## src/rtl/seg_scan_driver.sv

```systemverilog
// Four-digit multiplexed seven-segment scan driver with double-buffered digits.
// Latency: outputs are registered and follow the scan FSM with no extra cycle;
//    a load shows up at the first frame start after the frame in which it is accepted.
// Backpressure: ready drops while a pending frame waits; load with ready low is dropped.
//
// Ports:
//    clk, reset      - single clock, asynchronous active-high reset
//    load            - request to capture digits_in/dp_in (accepted when ready)
//    digits_in[15:0] - four hex codes, [3:0] = digit 0 (rightmost)
//    dp_in[3:0]      - decimal point enable per digit
//    blank_lz        - leading-zero blanking enable, sampled every cycle
//    ready           - pending buffer empty, a load will be accepted
//    segments[6:0]   - active-high segments, bit order gfedcba
//    dp              - active-high decimal point
//    digit_en[3:0]   - active-high digit select, one-hot or zero
//    frame_done      - one-cycle pulse on the last drive cycle of digit 3

module seg_scan_driver #(
   parameter int SCAN_DIV     = 4,
   parameter int BLANK_CYCLES = 1
) (
   input  logic        clk,
   input  logic        reset,
   input  logic        load,
   input  logic [15:0] digits_in,
   input  logic [3:0]  dp_in,
   input  logic        blank_lz,
   output logic        ready,
   output logic [6:0]  segments,
   output logic        dp,
   output logic [3:0]  digit_en,
   output logic        frame_done
);

   typedef enum logic {ST_BLANK, ST_DRIVE} state_t;

   localparam logic [9:0] LP_DRV_LAST = 10'(SCAN_DIV - 1);
   // Only meaningful when BLANK_CYCLES > 0; the zero case is handled by LP_NO_BLANK.
   localparam logic [9:0] LP_BLK_LAST = 10'(BLANK_CYCLES - 1);
   localparam logic       LP_NO_BLANK = (BLANK_CYCLES == 0);

   // Scan state
   state_t      r_state;
   logic [1:0]  r_digit;
   logic [9:0]  r_cnt;

   // Display buffers
   logic [15:0] r_active;
   logic [3:0]  r_active_dp;
   logic [15:0] r_pend;
   logic [3:0]  r_pend_dp;
   logic        r_pend_vld;

   // Registered outputs
   logic [6:0]  r_segments;
   logic        r_dp;
   logic [3:0]  r_digit_en;
   logic        r_frame_done;

   // Next-state values
   state_t      w_state_nxt;
   logic [1:0]  w_digit_nxt;
   logic [9:0]  w_cnt_nxt;
   logic        w_xfer;
   logic [15:0] w_active_nxt;
   logic [3:0]  w_active_dp_nxt;
   logic [3:0]  w_nib;
   logic        w_lz;
   logic        w_drive;
   logic [6:0]  w_seg_nxt;
   logic        w_dp_nxt;
   logic [3:0]  w_en_nxt;
   logic        w_fd_nxt;
   logic        w_accept;

   function automatic logic [6:0] f_decode(input logic [3:0] code);
      logic [6:0] seg;
      case (code)
         4'h0:    seg = 7'b0111111;
         4'h1:    seg = 7'b0000110;
         4'h2:    seg = 7'b1011011;
         4'h3:    seg = 7'b1001111;
         4'h4:    seg = 7'b1100110;
         4'h5:    seg = 7'b1101101;
         4'h6:    seg = 7'b1111101;
         4'h7:    seg = 7'b0000111;
         4'h8:    seg = 7'b1111111;
         4'h9:    seg = 7'b1101111;
         4'hA:    seg = 7'b1110111;
         4'hB:    seg = 7'b1111100;
         4'hC:    seg = 7'b0111001;
         4'hD:    seg = 7'b1011110;
         4'hE:    seg = 7'b1111001;
         default: seg = 7'b0000000;
      endcase
      return seg;
   endfunction

   assign ready    = !r_pend_vld;
   assign w_accept = load && !r_pend_vld;

   // Scan sequencing: BLANK (skipped when BLANK_CYCLES = 0) then DRIVE per digit.
   always_comb begin
      w_state_nxt = r_state;
      w_digit_nxt = r_digit;
      w_cnt_nxt   = r_cnt + 10'd1;
      case (r_state)
         ST_BLANK: begin
            if (LP_NO_BLANK || (r_cnt == LP_BLK_LAST)) begin
               w_state_nxt = ST_DRIVE;
               w_cnt_nxt   = 10'd0;
            end
         end
         default: begin
            if (r_cnt == LP_DRV_LAST) begin
               w_digit_nxt = r_digit + 2'd1;
               w_cnt_nxt   = 10'd0;
               w_state_nxt = LP_NO_BLANK ? ST_DRIVE : ST_BLANK;
            end
         end
      endcase
   end

   // The frame_done cycle is the last cycle of a frame, so the swap lands on the
   // same edge that starts digit 0 of the next frame. Output decode looks at the
   // post-swap value so a zero-blank configuration never shows a stale digit.
   assign w_xfer          = r_frame_done && r_pend_vld;
   assign w_active_nxt    = w_xfer ? r_pend    : r_active;
   assign w_active_dp_nxt = w_xfer ? r_pend_dp : r_active_dp;

   assign w_nib   = w_active_nxt[{w_digit_nxt, 2'b00} +: 4];
   assign w_drive = (w_state_nxt == ST_DRIVE);

   // Digit i is a leading zero when it and every digit to its left are zero.
   always_comb begin
      w_lz = 1'b0;
      case (w_digit_nxt)
         2'd1:    w_lz = (w_active_nxt[15:4]  == 12'd0);
         2'd2:    w_lz = (w_active_nxt[15:8]  == 8'd0);
         2'd3:    w_lz = (w_active_nxt[15:12] == 4'd0);
         default: w_lz = 1'b0;
      endcase
      w_lz = w_lz && blank_lz;
   end

   assign w_seg_nxt = (w_drive && !w_lz) ? f_decode(w_nib) : 7'd0;
   assign w_dp_nxt  = w_drive && w_active_dp_nxt[w_digit_nxt];
   assign w_en_nxt  = w_drive ? (4'b0001 << w_digit_nxt) : 4'b0000;
   assign w_fd_nxt  = w_drive && (w_digit_nxt == 2'd3) && (w_cnt_nxt == LP_DRV_LAST);

   always_ff @(posedge clk or posedge reset) begin
      if (reset) begin
         r_state      <= ST_BLANK;
         r_digit      <= 2'd0;
         r_cnt        <= 10'd0;
         r_active     <= 16'd0;
         r_active_dp  <= 4'd0;
         r_pend       <= 16'd0;
         r_pend_dp    <= 4'd0;
         r_pend_vld   <= 1'b0;
         r_segments   <= 7'd0;
         r_dp         <= 1'b0;
         r_digit_en   <= 4'd0;
         r_frame_done <= 1'b0;
      end else begin
         r_state      <= w_state_nxt;
         r_digit      <= w_digit_nxt;
         r_cnt        <= w_cnt_nxt;
         r_active     <= w_active_nxt;
         r_active_dp  <= w_active_dp_nxt;
         r_segments   <= w_seg_nxt;
         r_dp         <= w_dp_nxt;
         r_digit_en   <= w_en_nxt;
         r_frame_done <= w_fd_nxt;
         // Accept and swap are exclusive: accept needs the flag clear, swap needs it set.
         if (w_accept) begin
            r_pend     <= digits_in;
            r_pend_dp  <= dp_in;
            r_pend_vld <= 1'b1;
         end else if (w_xfer) begin
            r_pend_vld <= 1'b0;
         end
      end
   end

   assign segments   = r_segments;
   assign dp         = r_dp;
   assign digit_en   = r_digit_en;
   assign frame_done = r_frame_done;

endmodule

```

## config.mk

```make
export PLATFORM = sky130hd
export DESIGN_NAME = seg_scan_driver
export DESIGN_NICKNAME = d
export VERILOG_FILES = /design/src/rtl/seg_scan_driver.sv
export SDC_FILE = /design/constraint.sdc
export NUM_CORES = 1
export LEC_CHECK = 0
export CAP_MARGIN = 0
export CELL_PAD_IN_SITES_DETAIL_PLACEMENT = 0
export CELL_PAD_IN_SITES_GLOBAL_PLACEMENT = 1
export CORE_ASPECT_RATIO = 1.5
export CORE_MARGIN = 10
export CORE_UTILIZATION = 38
export CTS_BUF_LIST = sky130_fd_sc_hd__clkbuf_8
export CTS_CLUSTER_DIAMETER = 100
export CTS_CLUSTER_SIZE = 30
export DETAILED_ROUTE_END_ITERATION = 10
export PLACE_DENSITY = 0.78
export SYNTH_ARGS = -nofsm -noshare
export SYNTH_HDL_FRONTEND = slang
export SYNTH_SLANG_ARGS = --single-unit
```

## constraint.sdc

```tcl
create_clock -name clk -period 3.7 [get_ports clk]
set_input_delay 0.555 -clock clk [delete_from_list [all_inputs] [get_ports clk]]
set_output_delay 0.555 -clock clk [all_outputs]
set_load 0.005 [all_outputs]
```

==> results of run 1 <==
-- critical path, delay by kind of cell, from the launching register on --
kind / cells / cell delay [ns]
and+or+nand+nor: 4 / 1.72
AOI/OAI and AO/OA: 3 / 0.77
DFF: 1 / 0.43
adders and majority gates: 1 / 0.25
-- cell usage in the layout, fill, tap and decap left out, types with 2 or more instances in the layout --
cell	synthesis	routed
sky130_fd_sc_hd__and3_1	8	8
sky130_fd_sc_hd__a31oi_1	3	3
sky130_fd_sc_hd__o21bai_1	3	3
sky130_fd_sc_hd__clkbuf_8	0	12
sky130_fd_sc_hd__nor2_1	8	8
sky130_fd_sc_hd__a21o_1	6	6
sky130_fd_sc_hd__mux2i_1	9	9
sky130_fd_sc_hd__dfrtp_1	67	67
sky130_fd_sc_hd__mux4_2	2	2
sky130_fd_sc_hd__o21ai_0	4	4
sky130_fd_sc_hd__nand2_1	8	8
sky130_fd_sc_hd__nand3_1	18	18
sky130_fd_sc_hd__a2111oi_0	2	2
sky130_fd_sc_hd__mux2_2	34	34
sky130_fd_sc_hd__a21bo_2	3	3
sky130_fd_sc_hd__a211oi_1	12	12
sky130_fd_sc_hd__xor2_1	2	2
sky130_fd_sc_hd__inv_1	16	15
sky130_fd_sc_hd__nor4_1	5	5
sky130_fd_sc_hd__or4_1	3	3
sky130_fd_sc_hd__o211ai_1	4	4
sky130_fd_sc_hd__nand2b_1	3	3
sky130_fd_sc_hd__a2111o_1	2	2
sky130_fd_sc_hd__ha_1	7	7
sky130_fd_sc_hd__xnor2_1	7	7
sky130_fd_sc_hd__buf_4	0	7
sky130_fd_sc_hd__nor3_1	7	7
sky130_fd_sc_hd__clkdlybuf4s50_1	0	37
sky130_fd_sc_hd__a21oi_1	7	7
-- flip-flops by register name, summed over array words and instances, names as in the netlist, 2 cells and up --
register / cells
digit_en: 4
r_active: 16
r_active_dp: 4
r_cnt: 10
r_digit: 2
r_pend: 16
r_pend_dp: 4
segments: 7
-- layout make-up --
class | instances | area share
clock buffer | 12 | 0.0404
clock inverter | 2 | 0.00857
inverter | 16 | 0.0147
multi-input combinational | 193 | 0.389
sequential | 67 | 0.410
tap | 110 | 0.0336
timing repair buffer | 44 | 0.103
-- metal layers --
layer,track usage,vias up
li1,-,1150
met1,0.124,1183
met2,0.204,40
met3,0.0274,13
met4,0.0567,0
met5,0,-
-- where the power goes --
group / leakage, uW / internal, uW / switching [uW]
Sequential: 0.000799 / 908 / 97.5
Combinational: 0.000955 / 317 / 247
Clock: 0.000104 / 358 / 258
Total: 0.00186 / 1580 / 602
-- metrics by stage --
stage	setup slack [ns]	cell area, um2
after floorplan	0.562	3410
after global placement	0.574	3890
after detailed placement	0.510	3890
after CTS	0.485	4090
after global routing	0.222	4090
final	0.464	4090
-- how the worst min path moves through the flow --
stage | to | depth (start not counted) | from
final | r_cnt[4] | 1 | r_cnt[4]
after global routing | r_pend[3] | 1 | r_pend[3]
after CTS | r_cnt[4] | 1 | r_cnt[4]
after detailed placement | r_cnt[4] | 1 | r_cnt[4]
after global placement | r_active[15] | 2 | r_active[15]
after floorplan | r_cnt[9] | 1 | r_cnt[9]
-- logic make-up after synthesis --
family,Yosys count
muxes,47
DFF,67
AOI/OAI and AO/OA,59
and+or+nand+nor,70
buffers and inverters,31
adders and majority gates,8
xor gates and xnor gates,9
==> report_table.html, run 1 <==
<table>
<tr><th>Metric</th><th>Value</th></tr>
<tr><th colspan="2">Drt</th></tr>
<tr><td>Routed met1 length</td><td>2980 um</td></tr>
<tr><td>Via count</td><td>2386</td></tr>
<tr><td>Total wirelength of the detailed-routed design</td><td>7240 um</td></tr>
<tr><td>Via density</td><td>5.37</td></tr>
<tr><td>Top layer in use</td><td>met4</td></tr>
<tr><td>Drt initial violations</td><td>73</td></tr>
<tr><td>Number of design rule violations left after detail routing</td><td>0</td></tr>
<tr><td>Per-cell routed wire length</td><td>16.3 um</td></tr>
<tr><td>Final antenna-violating net count</td><td>0</td></tr>
<tr><td>Detail Route met3 WL</td><td>225 um</td></tr>
<tr><td>Number of detailed-route iterations in the first pass</td><td>4</td></tr>
<tr><td>Met2 WL</td><td>3840 um</td></tr>
<tr><th colspan="2">Global routing</th></tr>
<tr><td>Global-route wire length before repair</td><td>12300 um</td></tr>
<tr><td>Initial antenna violation count</td><td>0</td></tr>
<tr><td>Global Route Usage Sum</td><td>0.114</td></tr>
<tr><td>Largest net degree at the start of global routing</td><td>49</td></tr>
<tr><td>Vias in the first global route</td><td>2414</td></tr>
<tr><td>Total overflow reported by the global router</td><td>0</td></tr>
<tr><th colspan="2">Logic synthesis</th></tr>
<tr><td>Post-synth EDFFs</td><td>0</td></tr>
<tr><td>Main flop type after synthesis</td><td>sky130_fd_sc_hd__dfrtp_1</td></tr>
<tr><td>Seq cells post-synth</td><td>67</td></tr>
<tr><td>Sequential cell area fraction in the yosys report</td><td>0.492</td></tr>
<tr><td>Share of the synthesized area in the top cell type</td><td>0.492</td></tr>
<tr><td>Basic-gate share of the synthesized area counting and, or, nand and nor cells</td><td>0.119</td></tr>
<tr><td>Leading cell type by number of instances after synthesis</td><td>sky130_fd_sc_hd__dfrtp_1</td></tr>
<tr><td>Synth unique cells</td><td>55</td></tr>
<tr><td>Post-Syn Area per Cell</td><td>11.7 um2</td></tr>
<tr><td>Count of warnings emitted by yosys</td><td>0</td></tr>
<tr><td>Mapped Cells</td><td>291</td></tr>
<tr><td>Fraction of synthesized area in multiplexers</td><td>0.164</td></tr>
<tr><td>XOR/XNOR share of the synthesized area</td><td>0.0231</td></tr>
<tr><td>Synth top area cells</td><td>sky130_fd_sc_hd__dfrtp_1, sky130_fd_sc_hd__mux2_2, sky130_fd_sc_hd__mux2i_1, sky130_fd_sc_hd__nand3_1, sky130_fd_sc_hd__a211oi_1</td></tr>
<tr><td>Leading area contributor after synthesis</td><td>sky130_fd_sc_hd__dfrtp_1</td></tr>
<tr><td>Synthesized netlist net count</td><td>322</td></tr>
<tr><td>Post-synthesis share of cell area spent on full adders, half adders and majority gates</td><td>0.0286</td></tr>
<tr><td>Syn Std Cell Area</td><td>3410 um2</td></tr>
<tr><td>Commonest cells post-synth</td><td>sky130_fd_sc_hd__dfrtp_1, sky130_fd_sc_hd__mux2_2, sky130_fd_sc_hd__nand3_1, sky130_fd_sc_hd__inv_1, sky130_fd_sc_hd__a211oi_1</td></tr>
<tr><td>Largest family of logic cells by synthesized area</td><td>multiplexers</td></tr>
<tr><td>Share of the synthesized area in compound gates (AO/OA/AOI/OAI)</td><td>0.132</td></tr>
<tr><td>Synth async-reset ratio</td><td>1.00</td></tr>
<tr><th colspan="2">Die</th></tr>
<tr><td>Initial Util</td><td>0.388</td></tr>
<tr><td>Die outline height</td><td>136 um</td></tr>
<tr><td>Die X-Extent</td><td>97.3 um</td></tr>
<tr><td>Core Footprint</td><td>8780 um2</td></tr>
<tr><td>Ports placed on the boundary</td><td>38</td></tr>
<tr><td>Die footprint</td><td>13200 um2</td></tr>
<tr><td>Row count</td><td>42</td></tr>
<tr><th colspan="2">Power</th></tr>
<tr><td>Peak ir drop on the vdd network</td><td>0.291 mV</td></tr>
<tr><td>Power Dens Cells</td><td>534 nW/um2</td></tr>
<tr><td>Total Power Consumption</td><td>2190 uW</td></tr>
<tr><td>Lkg Pwr</td><td>0.00186 uW</td></tr>
<tr><th colspan="2">Final layout</th></tr>
<tr><td>Layout filler cell count</td><td>814</td></tr>
<tr><td>Post-Layout Cell Count</td><td>444</td></tr>
<tr><td>Sequential standard cell area</td><td>1680 um2</td></tr>
<tr><td>Area of combinational cells with multiple inputs</td><td>1590 um2</td></tr>
<tr><td>Area growth from synthesis to final layout</td><td>20.1%</td></tr>
<tr><td>Proportion of layout cells with a drive suffix above 1</td><td>0.231</td></tr>
<tr><td>Post-layout nets</td><td>362</td></tr>
<tr><td>Antenna cell count</td><td>0</td></tr>
<tr><td>Final standard cell utilization of the core</td><td>0.466</td></tr>
<tr><th colspan="2">Clock network</th></tr>
<tr><td>Number of setup buffers added after CTS</td><td>0</td></tr>
<tr><td>CTS HTree Levels</td><td>3</td></tr>
<tr><td>Number of buffers on the longest clock path</td><td>2</td></tr>
<tr><td>Clock slew at the register clock pins of the worst setup and hold paths</td><td>0.07 ns</td></tr>
<tr><td>Number of hold buffers added after CTS</td><td>0</td></tr>
<tr><td>Insertion delay to the later sink of the worst-skew pair</td><td>0.34 ns</td></tr>
<tr><td>Clock tree sinks</td><td>67</td></tr>
<tr><td>TritonCTS clock tree</td><td>done</td></tr>
<tr><td>Root buffer cell</td><td>sky130_fd_sc_hd__clkbuf_8</td></tr>
<tr><td>Post-cts repair resize count</td><td>0</td></tr>
<tr><td>CTS Buf Count</td><td>9</td></tr>
<tr><th colspan="2">STA</th></tr>
<tr><td>Final Setup Violations</td><td>0</td></tr>
<tr><td>RSZ-0062 raised after global routing</td><td>no</td></tr>
<tr><td>Crit path time final</td><td>3.24 ns</td></tr>
<tr><td>Max_slew headroom</td><td>0.332</td></tr>
<tr><td>Crit share post-route</td><td>0.874</td></tr>
<tr><td>Count of pins over their slew limit</td><td>0</td></tr>
<tr><td>Worst Hold Margin</td><td>0.497 ns</td></tr>
<tr><td>Maximum clock rate</td><td>0.309 GHz</td></tr>
<tr><td>Worst Max-Slew Pin Slew</td><td>1.00 ns</td></tr>
<tr><td>Worst Clk Skew</td><td>0.00786 ns</td></tr>
<tr><td>Setup TNS Final</td><td>0 ns</td></tr>
<tr><td>Number of hold-slack violations in the final timing report</td><td>0</td></tr>
<tr><th colspan="2">Worst setup path</th></tr>
<tr><td>Capturing point of the worst reg2reg path</td><td>segments[0]</td></tr>
<tr><td>Startpoint type of the worst setup path</td><td>flop</td></tr>
<tr><td>Peak fanout along the critical path</td><td>5</td></tr>
<tr><td>Highest-delay cell along the critical path</td><td>sky130_fd_sc_hd__or4_1</td></tr>
<tr><td>Endpoint kind of the worst setup timing path</td><td>flop</td></tr>
<tr><td>Critical-path cell list</td><td>or4_1, o31a_2, nor2_1, o21ai_1, ha_1, or4_1, o211ai_1, nor3b_2</td></tr>
<tr><td>CP Data Required Time</td><td>3.97 ns</td></tr>
<tr><td>Launch point of the critical path</td><td>r_cnt[2]</td></tr>
<tr><td>Number of cell instances on the worst register-to-register path</td><td>8</td></tr>
<tr><td>FF-to-FF Start</td><td>r_cnt[2]</td></tr>
<tr><td>Critical Path Most Common Cell</td><td>sky130_fd_sc_hd__or4_1</td></tr>
<tr><td>End point of the critical path</td><td>segments[0]</td></tr>
<tr><td>Setup slack on the worst flop-to-flop path</td><td>0.46 ns</td></tr>
<tr><td>Signal arrival time at the worst endpoint</td><td>3.51 ns</td></tr>
<tr><td>Start-to-end type of the worst setup path</td><td>reg2reg</td></tr>
<tr><td>Slowest stage delay, CP</td><td>0.68 ns</td></tr>
<tr><th colspan="2">Place</th></tr>
<tr><td>Detail Placement HPWL</td><td>5570 um</td></tr>
<tr><td>Number of input and output port buffers inserted</td><td>37</td></tr>
<tr><td>Weighted congestion at the end of routability-driven global placement</td><td>0.902</td></tr>
<tr><td>Cell count after placement</td><td>430</td></tr>
<tr><th colspan="2">Run</th></tr>
<tr><td>Reported max-cap violation count</td><td>0</td></tr>
<tr><th colspan="2">Min path</th></tr>
<tr><td>Worst hold-check path type</td><td>reg2reg</td></tr>
<tr><th colspan="2">Run status</th></tr>
<tr><td>Run status</td><td>finished, final reports clean</td></tr>
</table>
(Power assumes the default switching activity.)
==> run 2, diff against run 1 <==
--- a/config.mk
+++ b/config.mk
@@ -11,3 +11,3 @@
 export CORE_ASPECT_RATIO = 1.5
-export CORE_MARGIN = 10
+export CORE_MARGIN = 5
 export CORE_UTILIZATION = 38
@@ -18,2 +18,3 @@
 export PLACE_DENSITY = 0.78
+export SKIP_LAST_GASP = 1
 export SYNTH_ARGS = -nofsm -noshare
--- a/constraint.sdc
+++ b/constraint.sdc
@@ -3,2 +3,2 @@
 set_output_delay 0.555 -clock clk [all_outputs]
-set_load 0.005 [all_outputs]
+set_load 0.1 [all_outputs]
==> run 2 against run 1 <==
Compared with the run above: critical path depth unchanged; register-to-register slack improved by 0.06 ns; die area down 17%; critical path type unchanged; clock power down 22%; highest routed layer unchanged; core utilization down 0.60 points; sequential share of layout area grew 0.53 points.
==> report_table.html, run 2 (synthesized netlist as in run 1, its figures left out) <==
<table>
<tr><th>Metric</th><th>Value</th></tr>
<tr><th colspan="2">STA</th></tr>
<tr><td>Worst Hold Margin</td><td>0.498 ns (+0.000787 ns)</td></tr>
<tr><td>Number of hold-slack violations in the final timing report</td><td>0 (unchanged)</td></tr>
<tr><td>RSZ-0062 raised after global routing</td><td>no</td></tr>
<tr><td>Crit path time final</td><td>3.18 ns (-0.0594 ns)</td></tr>
<tr><td>Count of pins over their slew limit</td><td>0 (unchanged)</td></tr>
<tr><td>Worst Clk Skew</td><td>0.0105 ns (+0.00266 ns)</td></tr>
<tr><td>Maximum clock rate</td><td>0.315 GHz (+1.9%)</td></tr>
<tr><td>Worst Max-Slew Pin Slew</td><td>0.987 ns (-0.0136 ns)</td></tr>
<tr><td>Max_slew headroom</td><td>0.339 (+0.00709)</td></tr>
<tr><td>Setup TNS Final</td><td>0 ns (unchanged)</td></tr>
<tr><td>Final Setup Violations</td><td>0 (unchanged)</td></tr>
<tr><td>Crit share post-route</td><td>0.858 (-0.0161)</td></tr>
<tr><th colspan="2">Clock network</th></tr>
<tr><td>CTS HTree Levels</td><td>3 (unchanged)</td></tr>
<tr><td>Clock tree sinks</td><td>67 (unchanged)</td></tr>
<tr><td>Clock slew at the register clock pins of the worst setup and hold paths</td><td>0.07 ns (about the same)</td></tr>
<tr><td>Root buffer cell</td><td>sky130_fd_sc_hd__clkbuf_8</td></tr>
<tr><td>Number of setup buffers added after CTS</td><td>0 (unchanged)</td></tr>
<tr><td>Insertion delay to the later sink of the worst-skew pair</td><td>0.35 ns (about the same)</td></tr>
<tr><td>Post-cts repair resize count</td><td>0 (unchanged)</td></tr>
<tr><td>Number of buffers on the longest clock path</td><td>2 (unchanged)</td></tr>
<tr><td>CTS Buf Count</td><td>9 (unchanged)</td></tr>
<tr><td>Number of hold buffers added after CTS</td><td>0 (unchanged)</td></tr>
<tr><td>TritonCTS clock tree</td><td>done</td></tr>
<tr><th colspan="2">Drt</th></tr>
<tr><td>Per-cell routed wire length</td><td>16.0 um (-1.6%)</td></tr>
<tr><td>Via density</td><td>5.36 (-0.21%)</td></tr>
<tr><td>Via count</td><td>2381 (-0.21%)</td></tr>
<tr><td>Number of detailed-route iterations in the first pass</td><td>4 (unchanged)</td></tr>
<tr><td>Number of design rule violations left after detail routing</td><td>0 (unchanged)</td></tr>
<tr><td>Drt initial violations</td><td>127 (+74%)</td></tr>
<tr><td>Total wirelength of the detailed-routed design</td><td>7130 um (-1.6%)</td></tr>
<tr><td>Final antenna-violating net count</td><td>0 (unchanged)</td></tr>
<tr><th colspan="2">Global routing</th></tr>
<tr><td>Vias in the first global route</td><td>2439 (+1.0%)</td></tr>
<tr><td>Global Route Usage Sum</td><td>0.142 (+0.0276)</td></tr>
<tr><td>Largest net degree at the start of global routing</td><td>40 (-18%)</td></tr>
<tr><td>Total overflow reported by the global router</td><td>0 (unchanged)</td></tr>
<tr><td>Global-route wire length before repair</td><td>12100 um (-2.2%)</td></tr>
<tr><td>Initial antenna violation count</td><td>0 (unchanged)</td></tr>
<tr><th colspan="2">Min path</th></tr>
<tr><td>Number of stages on the worst hold path</td><td>1 (unchanged)</td></tr>
<tr><td>Startpoint of the most critical hold path</td><td>r_cnt[4]</td></tr>
<tr><td>Worst hold-check path type</td><td>reg2reg</td></tr>
<tr><th colspan="2">Die</th></tr>
<tr><td>Row count</td><td>42 (unchanged)</td></tr>
<tr><td>Die footprint</td><td>11000 um2 (-17%)</td></tr>
<tr><td>Die X-Extent</td><td>87.3 um (-10%)</td></tr>
<tr><td>Core Footprint</td><td>8780 um2 (unchanged)</td></tr>
<tr><td>Die outline height</td><td>126 um (-7.4%)</td></tr>
<tr><td>Ports placed on the boundary</td><td>38 (unchanged)</td></tr>
<tr><td>Initial Util</td><td>0.388 (unchanged)</td></tr>
<tr><th colspan="2">Final layout</th></tr>
<tr><td>Proportion of layout cells with a drive suffix above 1</td><td>0.228 (-0.00299)</td></tr>
<tr><td>Area growth from synthesis to final layout</td><td>18.5%</td></tr>
<tr><td>Post-Layout Cell Count</td><td>444 (unchanged)</td></tr>
<tr><td>Commonest cells after routing, fill and taps aside</td><td>sky130_fd_sc_hd__dfrtp_1, sky130_fd_sc_hd__clkdlybuf4s50_1, sky130_fd_sc_hd__mux2_2</td></tr>
<tr><td>Layout filler cell count</td><td>821 (+0.86%)</td></tr>
<tr><td>Most common cell after layout, fill and taps aside</td><td>sky130_fd_sc_hd__dfrtp_1</td></tr>
<tr><td>Post-layout nets</td><td>362 (unchanged)</td></tr>
<tr><td>Final non-filler cell area</td><td>4040 um2 (-1.3%)</td></tr>
<tr><td>Antenna cell count</td><td>0 (unchanged)</td></tr>
<tr><td>Largest registers</td><td>r_active (16), r_pend (16), r_cnt (10)</td></tr>
<tr><th colspan="2">Place</th></tr>
<tr><td>Number of input and output port buffers inserted</td><td>37 (unchanged)</td></tr>
<tr><td>Detail Placement HPWL</td><td>5390 um (-3.3%)</td></tr>
<tr><td>DP Area</td><td>3890 um2 (unchanged)</td></tr>
<tr><td>Cell count after placement</td><td>430 (unchanged)</td></tr>
<tr><td>Weighted congestion at the end of routability-driven global placement</td><td>0.905 (+0.35%)</td></tr>
<tr><th colspan="2">Power</th></tr>
<tr><td>Lkg Pwr</td><td>0.00184 uW (-1.0%)</td></tr>
<tr><td>Power Dens Cells</td><td>583 nW/um2 (+9.1%)</td></tr>
<tr><td>Peak ir drop on the vdd network</td><td>0.540 mV (+85%)</td></tr>
<tr><td>Total Power Consumption</td><td>2360 uW (+7.7%)</td></tr>
<tr><th colspan="2">Worst setup path</th></tr>
<tr><td>Number of cell instances on the worst register-to-register path</td><td>8 (unchanged)</td></tr>
<tr><td>Signal arrival time at the worst endpoint</td><td>3.46 ns (-0.05 ns)</td></tr>
<tr><td>CP Data Required Time</td><td>3.98 ns (about the same)</td></tr>
<tr><td>Peak fanout along the critical path</td><td>5 (unchanged)</td></tr>
<tr><td>Launch point of the critical path</td><td>r_cnt[2]</td></tr>
<tr><td>Startpoint type of the worst setup path</td><td>flop</td></tr>
<tr><td>Endpoint kind of the worst setup timing path</td><td>flop</td></tr>
<tr><td>Start-to-end type of the worst setup path</td><td>reg2reg</td></tr>
<tr><td>FF-to-FF Start</td><td>r_cnt[2]</td></tr>
<tr><th colspan="2">Run</th></tr>
<tr><td>Reported max-cap violation count</td><td>0 (unchanged)</td></tr>
<tr><th colspan="2">Run status</th></tr>
<tr><td>Run status</td><td>finished, final reports clean</td></tr>
</table>
[run 2: cell types whose count changed in the layout (fill, tap and decap cells not counted)]
cell and delta:
sky130_fd_sc_hd__bufinv_16 -1, sky130_fd_sc_hd__clkbuf_8 -3, sky130_fd_sc_hd__inv_1 +1, sky130_fd_sc_hd__clkinv_2 +3
[run 2: metrics by stage]
step	utilization	setup slack, ns
2_1_floorplan	-	0.366
3_3_place_gp	0.443	0.619
3_5_place_dp	0.443	0.557
4_1_cts	0.460	0.526
5_1_grt	0.460	0.333
6_report	0.460	0.524
[run 2: path summary, 6_finish.rpt]
kind | endpoint | slack (ns)
setup / recovery | segments[0] | 0.52
hold reg to reg | r_cnt[4] | 0.50
min in group asynchronous | r_cnt[9] | 0.67
setup reg to reg | segments[0] | 0.52
hold / removal | r_cnt[4] | 0.50
max in group asynchronous | r_active[5] | 2.28
[run 2: layout make-up]
class                   instances  area, um2  share of cell area
repair buffers                 44        423               0.105
clock buffers                   9        124              0.0307
well taps                     110        138              0.0341
flip-flops and latches         67       1680               0.415
inverters                      16       60.1              0.0149
multi-input cells             193       1590               0.394
clock inverters                 5       23.8             0.00589
[run 2: worst max-delay path, stage by stage, from the launching register on]
cell,delay (ns)
sky130_fd_sc_hd__dfrtp_1,0.42
sky130_fd_sc_hd__or4_1,0.67
sky130_fd_sc_hd__o31a_2,0.42
sky130_fd_sc_hd__nor2_1,0.32
sky130_fd_sc_hd__o21ai_1,0.24
sky130_fd_sc_hd__ha_1,0.25
sky130_fd_sc_hd__or4_1,0.51
sky130_fd_sc_hd__o211ai_1,0.10
sky130_fd_sc_hd__nor3b_2,0.17
[run 2: report_power, final]
part           total, uW  switching [uW]  internal (uW)
clock network        482             254            227
registers           1010             102            909
logic                863             546            317
total               2360             902           1450
[run 2: per-layer routing]
layer  global-route usage  up-vias  wire length [um]
li1                     -     1159                 -
met1                0.165     1164              2890
met2                0.232       41              3700
met3               0.0320       17               267
met4               0.0858        0               264
met5                    0        -                 0
==> RTL edit 1: new RTL, config.mk and constraints of run 1 <==
Put one more register stage on the output `digit_en`, cleared by the reset. The value now appears one clock later. The other outputs are not delayed to match.
--- a/src/rtl/seg_scan_driver.sv
+++ b/src/rtl/seg_scan_driver.sv
@@ -187,3 +187,9 @@
    assign dp         = r_dp;
-   assign digit_en   = r_digit_en;
+   always_ff @(posedge clk or posedge reset) begin
+      if (reset) begin
+         digit_en <= '0;
+      end else begin
+         digit_en <= r_digit_en;
+      end
+   end
    assign frame_done = r_frame_done;
Check against the original RTL: not equivalent (a bounded check fails within 4 cycles, from zero or initial values and one cycle with reset high).
==> RTL edit 1 against run 1 <==
Routed wire length decreased by 0.51%. Core utilization decreased by 0.45 points. Setup slack improved by 110 ps. Final cell count increased by 0.23%. Cell area increased by 3.2%. Total power increased by 2.1%. Synthesized area increased by 3.3%. Sequential cell count increased by 4. Largest cell class unchanged.
==> RTL edit 1: results <==
{
  "outcome": "finished, final reports clean",
  "pwr-share-comb_pct": 23.6,
  "hold_start": "r_digit_en[3]$_DFF_PP0_",
  "dr_total_vias": 2454,
  "synthMuxAreaShare_pct": 17.7,
  "p_leak_nw": 1.88,
  "max_slew_margin_pct": 32.2,
  "synthesis.nets": 321,
  "synth_compound_area_share_pct": 11.2,
  "powerComb_w": 0.000526,
  "dp_hpwl_mm": 5.23,
  "slowest_delay_ps": 520,
  "synth_area_leaders": "dfrtp_1, mux2_2, mux4_2",
  "grt.total_usage_pct": 11.3,
  "irDropWorstVdd_uv": 281,
  "holdPathStages": 0,
  "wl_mm": 7.21,
  "synth.distinct_cells": 49,
  "seq_area_frac_synth_pct": 50.5,
  "synth-xor-area-share_pct": 2.24,
  "rrSetupSlack_ps": 580,
  "place_ws_ps": 628,
  "r2r_end": "segments[1]$_DFF_PP0_",
  "grt_max_degree": 72,
  "arrival_ps": 3340
}
RTL edit 1: worst max path at each step:
stage / endpoint / slack, ps / cells after the start
final: segments[1]$_DFF_PP0_ / 580 / 9
after global routing: segments[1]$_DFF_PP0_ / 380 / 9
after CTS: segments[1]$_DFF_PP0_ / 600 / 9
after detailed placement: segments[1]$_DFF_PP0_ / 630 / 9
after global placement: segments[1]$_DFF_PP0_ / 720 / 9
after floorplan: segments[1]$_DFF_PP0_ / 920 / 10
RTL edit 1: layout make-up:
type / instances / area [µm²]
multi-input combinational: 193 / 1640
sequential: 71 / 1780
inverter: 12 / 45.0
tap: 112 / 140
timing repair buffer: 41 / 413
clock inverter: 5 / 56.3
clock buffer: 11 / 151
fill: 890 / 4920
RTL edit 1: layer usage:
metal	vias up	track usage, %	part of all wire [%]
met5	-	0	0
met4	0	7.19	2.4
met3	10	2.54	3.9
met2	56	19.0	52
met1	1223	12.6	42
li1	1165	-	-
==> RTL edit 2: new RTL, config.mk and constraints of run 1 <==
Without the edit above. Reset style: synchronous (`reset`), changed in one clocked block. Comments in the files are not updated.
--- a/src/rtl/seg_scan_driver.sv
+++ b/src/rtl/seg_scan_driver.sv
@@ -150,3 +150,3 @@
 
-   always_ff @(posedge clk or posedge reset) begin
+   always_ff @(posedge clk) begin
       if (reset) begin
Function: differs if reset is asserted again (counterexample within 4 cycles, from zero or initial values and one cycle with reset high); with reset held inactive, the same outputs for 10 cycles.
==> RTL edit 2 against run 1 <==
Setup slack worse by 120 ps. Synthesized area down 2.2%. Clock skew up 2.8 ps. Global-route usage up 1.6 points. Count of clock-buffer cells in the layout down 3. Die area down 1.8%. Routed wire length up 8.4%. Cell area down 2.3%. Sequential cell count unchanged.
Power is not compared: it rests on default switching activity, and its combinational part moved more than twofold at a synthesized area within 25%.
==> RTL edit 2: results <==
{
  "outcome": "finished, final reports clean",
  "synthesis.nets": 428,
  "dr.pass1.iters": 4,
  "slowest_delay_ps": 630,
  "wl_met3_um": 246,
  "async_reset_ff_share_pct": 0,
  "route.met2.wl_mm": 4.06,
  "fillers": 869,
  "layout-drive-gt1-share_pct": 9.60,
  "final_cells": 534,
  "max_slew_margin_pct": 34.8,
  "synth_common_cells": "dfxtp_1, nand2_1, a21oi_1, nor2_1, clkbuf_1",
  "crit_fanout": 11,
  "dpl_cell_area_um2": 3760,
  "synth_area_leaders": "dfxtp_1, nand2_1, a21oi_1",
  "arrival_ps": 3640,
  "synthCells": 395,
  "cp_slowest_cell": "or4_1",
  "dp_cells": 518,
  "synth.distinct_cells": 45,
  "grt_pass1_wl_mm": 13.5,
  "gr-usage-met3_pct": 2.44,
  "grtUsageMet2_pct": 22.1,
  "synth.most_common_cell": "dfxtp_1",
  "grt_max_degree": 55,
  "fin_worst_skew_ps": 10.7,
  "clock_latency_ps": 370,
  "diodes": 0,
  "wl_mm": 7.85,
  "initial_utilization_pct": 39.4,
  "m1WireLength_mm": 3.34,
  "grt_pass1_vias": 2848,
  "grt.met1_usage_pct": 14.7,
  "routed.top_layer": "met4",
  "seq_area_frac_synth_pct": 40.3,
  "clock_path_buffers": 2,
  "gp_congestion": 0.867,
  "clk_pin_slew_ps": 80,
  "dp_hpwl_mm": 5.72,
  "vias_per_cell": 5.36,
  "nets": 455,
  "place_ws_ps": 371,
  "grt.total_usage_pct": 13.1
}
==> RTL edit 2: changes by cell type in the layout (fill, tap and decap cells not counted), moves of 8 or more <==
cell,run 1,this run
nor3_1,7,15
nor2_1,8,28
nand2_1,8,57
a21oi_1,7,40
mux2_2,34,8
dfxtp_1,0,67
dfrtp_1,67,0
==> RTL edit 2: path summary, 6_finish.rpt <==
kind,start,end,slack (ps),cells past startpoint
setup reg to reg,r_cnt[2]$_SDFF_PP0_,segments[1]$_SDFF_PP0_,340,8
hold reg to reg,r_pend[2]$_SDFFE_PP0P_,r_pend[2]$_SDFFE_PP0P_,460,2
setup / recovery,r_cnt[2]$_SDFF_PP0_,segments[1]$_SDFF_PP0_,340,8
hold / removal,r_pend[2]$_SDFFE_PP0P_,r_pend[2]$_SDFFE_PP0P_,460,2
==> RTL edit 2: cells by family after synthesis <==
group           synth area share [%]
simple gates                    22.5
compound gates                  15.6
flops                           40.3
buf+inv                         5.59
mux                             9.46
xor+xnor                        2.89
fa+ha+maj                       3.68
==> RTL edit 2: tightest hold or removal path: stages, from the launching register on <==
cell,delay [ps]
dfxtp_1,310
nand2_1,50
a21oi_1,50
==> RTL edit 2: area by class of cell <==
class / instances / area (µm²) / area share (%)
inverters: 12 / 45.0 / 1.13
clock buffers: 9 / 124 / 3.10
multi-input cells: 286 / 1800 / 45.1
clock inverters: 7 / 116 / 2.91
well taps: 107 / 134 / 3.35
flip-flops and latches: 67 / 1340 / 33.6
repair buffers: 46 / 433 / 10.8
==> RTL edit 2: power breakdown <==
part / total (W) / switching (W) / internal [W]
registers: 0.000791 / 0.0000251 / 0.000766
logic: 0.000227 / 0.000113 / 0.000114
clock network: 0.000738 / 0.000291 / 0.000447
total: 0.00176 / 0.000429 / 0.00133
